`config.mk`:
```
export PLATFORM = sky130hd
export DESIGN_NAME = stream_mux_rr
export DESIGN_NICKNAME = d
export VERILOG_FILES = /design/src/rtl/stream_mux_rr.sv
export SDC_FILE = /design/constraint.sdc
export NUM_CORES = 1
export LEC_CHECK = 0
export BUFFER_PORTS_ARGS = -buffer_cell sky130_fd_sc_hd__buf_2
export CAP_MARGIN = 30
export CORE_MARGIN = 4
export CORE_UTILIZATION = 25
export DETAILED_ROUTE_END_ITERATION = 12
export PLACE_DENSITY = 0.46
export SYNTH_ARGS = -nofsm -noshare
export SYNTH_HDL_FRONTEND = slang
export SYNTH_SLANG_ARGS = --single-unit
```
`constraint.sdc`:
```
create_clock -name clk -period 4.1 [get_ports clk]
set_clock_uncertainty 0.05 [all_clocks]
set_input_delay 0.205 -clock clk [delete_from_list [all_inputs] [get_ports clk]]
set_output_delay 0.205 -clock clk [all_outputs]
set_load 0.01 [all_outputs]
```
`src/rtl/stream_mux_rr.sv`:
```
// N-input stream multiplexer with fixed-select or round-robin arbitration
// and a single registered output slot.
module stream_mux_rr #(
  parameter int unsigned nbits   = 4,
  parameter int unsigned ninputs = 4,
  parameter int unsigned sbits   = $clog2(ninputs)
) (
  input  logic                     clk,
  input  logic                     rst,
  input  logic                     mode,
  input  logic [sbits-1:0]         sel,
  input  logic [ninputs-1:0]       in_val,
  input  logic [ninputs*nbits-1:0] in_msg,
  output logic [ninputs-1:0]       in_rdy,
  output logic                     out_val,
  output logic [nbits-1:0]         out_msg,
  input  logic                     out_rdy
);

  localparam int unsigned last_idx = ninputs - 1;

  logic [ninputs-1:0] grant;
  logic [sbits-1:0]   gidx;
  logic               found;
  logic [nbits-1:0]   gmsg;
  logic [sbits-1:0]   ptr;
  logic [sbits-1:0]   ptr_next;
  logic               space;
  logic               xfer;

  // Grant selection; round-robin scans ptr..n-1 first, then 0..ptr-1.
  always_comb begin
    grant = '0;
    gidx  = '0;
    found = 1'b0;
    if (!mode) begin
      for (int unsigned i = 0; i < ninputs; i++) begin
        if (sel == sbits'(i) && in_val[i]) begin
          grant[i] = 1'b1;
          gidx     = sbits'(i);
          found    = 1'b1;
        end
      end
    end else begin
      for (int unsigned i = 0; i < ninputs; i++) begin
        if (!found && in_val[i] && sbits'(i) >= ptr) begin
          grant[i] = 1'b1;
          gidx     = sbits'(i);
          found    = 1'b1;
        end
      end
      for (int unsigned i = 0; i < ninputs; i++) begin
        if (!found && in_val[i] && sbits'(i) < ptr) begin
          grant[i] = 1'b1;
          gidx     = sbits'(i);
          found    = 1'b1;
        end
      end
    end
  end

  always_comb begin
    gmsg = '0;
    for (int unsigned i = 0; i < ninputs; i++) begin
      if (grant[i]) gmsg = in_msg[i*nbits +: nbits];
    end
  end

  assign space    = !out_val || out_rdy;
  assign in_rdy   = (rst || !space) ? '0 : grant;
  assign xfer     = found && space && !rst;
  assign ptr_next = (gidx == sbits'(last_idx)) ? '0 : gidx + sbits'(1);

  // Output slot and round-robin pointer; a load wins over a drain.
  always_ff @(posedge clk) begin
    if (rst) begin
      out_val <= 1'b0;
      out_msg <= '0;
      ptr     <= '0;
    end else if (xfer) begin
      out_val <= 1'b1;
      out_msg <= gmsg;
      if (mode) ptr <= ptr_next;
    end else if (out_val && out_rdy) begin
      out_val <= 1'b0;
    end
  end

endmodule

```
Word level (Yosys, flattened, before mapping)
Cells that the tools add are included.
W data, S select, Z words.
{"block": "classes", "n_reduce_logical": 37, "div_mod_pow": 0, "n_addsub": 1, "n_bitwise": 0, "shifts": 0, "muxes": 50, "multipliers": 0, "n_lt_le_gt_ge": 8, "n_eq_ne": 4}
{"cell": "$mux W1", "n": 34}
{"cell": "$mux W4", "n": 6}
{"cell": "$logic_and A1 B1 Y1", "n": 22}
{"cell": "$mux W2", "n": 10}
{"cell": "$logic_not A1 Y1", "n": 10}
{"cell": "$eq A2 B2 Y1 const B", "n": 3}
{"cell": "$ge A1 B2 Y1 const A", "n": 2}
{"cell": "$ge A2 B2 Y1 const A", "n": 2}
{"cell": "$lt A1 B2 Y1 const A", "n": 2}
{"cell": "$lt A2 B2 Y1 const A", "n": 2}
{"cell": "$add A2 B1 Y2 const B", "n": 1}
{"cell": "$eq A2 B1 Y1 const B", "n": 1}
{"cell": "$logic_not A2 Y1", "n": 1}
{"cell": "$logic_or A1 B1 Y1", "n": 2}
{"cell": "$reduce_and A2 Y1", "n": 1}
{"cell": "$reduce_bool A2 Y1", "n": 1}
{"block": "totals", "regBits": 7, "latchBits": 0, "mem_count": 0, "ramBits": 0, "input_bits": 26, "romBits": 0}

Depth between registers and ports, before layout
{"block": "logic_depth", "ltp_word": 43, "depth_mapped": 10, "ltp_nobuf": 9}

Least setup slack after synthesis
No wires, ideal clock.
{"block": "synth_timing", "path_type": "register -> register", "startpoint": "register ptr[0]", "endpoint": "register ptr[0]", "arrival_ns": 1.697, "t_required_ns": 3.980, "path_slack_ns": 2.284, "path_stages_with_launch": 9, "path_cell_list": "dfxtp_1 -> clkbuf_1 -> nor2_1 -> o21ai_1 -> o21ai_0 -> a22o_1 -> ha_1 -> or3_1 -> a21oi_1"}
{"block": "synth_via", "elab_chain_len": 42, "elab_cells_between_ends": 60}
{"item": "start: declaration", "line_no": "26", "source": "logic [sbits-1:0] ptr;"}
{"item": "start signal: assignment", "line_no": "83", "source": "if (mode) ptr <= ptr_next;"}
{"item": "parallel branches: the longest is 42 deep, another holds $ge A1 B2 Y1"}
Parallel ways; which one is timed is not known. The select of a mux whose other input is x is not followed.
A chain may end at the register's enable or synchronous reset.

Final worst setup path
{"block": "layout_timing", "startpoint": "register ptr[1]", "endpoint": "register ptr[0]"}
The elaborated chain is that of the path after synthesis.

==> results.json <==
{
  "cts.path.max_buffers": 2,
  "critPathCaptureType": "flip-flop",
  "ys_seq_area_share_pct": 18.67,
  "vias": 812,
  "final_net_count": 157,
  "synth_ff_type": "dfxtp_1",
  "cts_made_buffers": 3,
  "rsz0062_at_grt": "false",
  "place_hpwl_mm": 1.693,
  "syn_inst": 97,
  "wl_per_cell_um": 12.83,
  "cp_top_family": "compound AO/OA/AOI/OAI gates",
  "yosys_register_bits": 7,
  "synth.distinct_cells": 34,
  "antenna_found_initial": 0,
  "drt_drc_violations_left": 0,
  "die_x_um": 62.80,
  "setup_viol": 0,
  "grt_pass1_vias": 769,
  "syn_nets": 124,
  "drt_first_pass_iters": 4,
  "grt_max_degree": 14,
  "cts_root_buffer": "clkbuf_4",
  "synth_top_area_cell": "dfxtp_1",
  "min_period_ns": 1.918,
  "avgSynthCellArea_sq_um": 7.739,
  "crit_top_cell": "a21oi_1",
  "peakVddDrop_uv": 142.6,
  "cts_resized": 0,
  "cts_tree": "done",
  "whs_ns": 0.1743,
  "yosysWarnings": 0,
  "min_path_type": "in -> reg",
  "clkTransAtPathRegs_ns": 0.05,
  "timing.fmax_mhz": 521.5,
  "worstSetupPathType": "reg -> reg",
  "hold_path_depth": 2,
  "cts_sinks": 7,
  "area_growth_pct": 27.50,
  "maxSlewViolCount": 0,
  "start_util_pct": 26.76,
  "clk_latency_ns": 0.25,
  "required_ns": 4.23,
  "viasPerCell": 5.075,
  "rows": 19,
  "synth_edf_count": 0,
  "rr_worst_depth": 9,
  "tightest_slew_ns": 0.4258,
  "synth-async-reset-ratio_pct": 0,
  "track_usage_pct": 10.85,
  "maxCapViolCount": 0,
  "drt-initial-drc-count": 14,
  "n_fill_cell": 324,
  "ant_nets": 0,
  "cts_setup_buffers": 0,
  "postCtsHoldBufs": 0,
  "finalCritPeriodShare_pct": 46.77,
  "yosys-top-cells-area": "dfxtp_1 19%, mux2i_1 8.0%, nor2_1 6.0%",
  "io_buffers": 34,
  "grt_pass1_wl_mm": 3.450,
  "antenna_cells": 0,
  "syn_area_sq_um": 750.7,
  "ios": 35,
  "wl_mm": 2.053,
  "critical_path.max_fanout": 9,
  "final_layout_size_suffix_gt1_share_pct": 36.43,
  "die_area_sq_mm": 0.003944,
  "startpoint_type": "flip-flop",
  "cellLeakagePower_uw": 0.0004512,
  "relSlewSlack_pct": 71.52,
  "tns_ns": 0,
  "die_y_um": 62.80,
  "outcome": "completed",
  "crit_path_cell_trace": "inv_2, nand2_1, a21oi_1, o21ai_1, o21ai_0, a22o_1, ha_1, or3_1, a21oi_1",
  "slowest_stage": "dfxtp_1",
  "cp.arrival_ns": 2.05,
  "crit_cells": 9,
  "place.gp.congestion": 0.7413,
  "core-area_sq_mm": 0.002805,
  "synth_top_area_share_pct": 18.67,
  "cts_htree_levels": 1,
  "grt-ovfl-total": 0,
  "crit_buf_inv": 1,
  "finalHoldViolations": 0,
  "mostFrequentLayoutCells": "34 x buf_2, 12 x nor2_1, 8 x a21oi_1",
  "p_per_area_mw_per_mm2": 236.2,
  "final_common_cell": "buf_2",
  "critical-path-max-stage-delay_ns": 0.48
}
[sequential cells by signal (all words and copies together) (netlist names)]
name	count
out_msg	4
out_val	1
ptr	2
[cells in the mapped netlist, types with 2 or more instances]
master and n:
dfxtp_1 7, a311oi_1 4, buf_2 5, nor2b_1 3, o21ai_1 5, nand3_1 2
o21ai_0 2, a21oi_1 8, nor2_1 12, o211ai_1 2, nand2_1 5, a21o_1 4
inv_2 3, mux2i_1 6, a21boi_1 4, nand2b_1 7
[kinds of logic after synthesis]
| kind of cell | Yosys count | share of synthesized area (%) |
|---|---|---|
| AOI/OAI and AO/OA | 37 | 37.83 |
| and+or+nand+nor | 34 | 25.00 |
| buffers and inverters | 10 | 5.832 |
| muxes | 8 | 11.00 |
| DFF | 7 | 18.67 |
| adders and majority gates | 1 | 1.666 |
[worst paths after layout]
check / to / startpoint / slack, ns
min reg2reg: out_msg[1]$_SDFFE_PP0P_ / out_msg[1]$_SDFFE_PP0P_ / 0.44
min: out_msg[1]$_SDFFE_PP0P_ / rst / 0.17
max: ptr[0]$_SDFFE_PP0P_ / ptr[1]$_SDFFE_PP0P_ / 2.18
max reg2reg: ptr[0]$_SDFFE_PP0P_ / ptr[1]$_SDFFE_PP0P_ / 2.18
[cell type report]
type / instances / area [sq um] / area share (%)
Sequential cell: 7 / 140.1 / 14.64
Clock buffer: 4 / 26.28 / 2.745
Tap cell: 31 / 38.79 / 4.052
Timing Repair Buffer: 34 / 170.2 / 17.78
Inverter: 4 / 15.01 / 1.569
Multi-Input combinational cell: 80 / 566.8 / 59.22
[worst register-to-register path: stages (launching register included)]
cell and delay, ns:
dfxtp_1 0.48, inv_2 0.08, nand2_1 0.07, a21oi_1 0.06, o21ai_1 0.12, o21ai_0 0.08
a22o_1 0.23, ha_1 0.18, or3_1 0.36, a21oi_1 0.12
[where the power goes]
part / internal, uW / switching, uW / leakage (uW)
clock: 37.2 / 25.9 / 0.0000150
combinational: 38.6 / 44.5 / 0.000379
sequential: 74.0 / 5.83 / 0.0000577
[through the flow]
step | instances | area [sq um] | setup slack, ns | total power (uW) | util (%)
global placement | 156 | 930.9 | 2.227 | 164.6 | 33.18
detailed placement | 156 | 930.9 | 2.187 | 165.6 | 33.18
CTS | 160 | 957.2 | 2.173 | 230.0 | 34.12
global route | 160 | 957.2 | 2.026 | 244.7 | 34.12
floorplan | 97 | 750.7 | 2.284 | 136.0 | -
finish | 160 | 957.2 | 2.182 | 226.1 | 34.12
[routing by layer]
layer	global-route usage, %	part of all wire, %	up-vias
met4	4.132	0	0
met1	13.75	47	363
li1	-	-	423
met2	17.18	46	26
met3	3.237	7.2	0
met5	0	0	-
No activity file was read; power rests on OpenSTA's default activity.
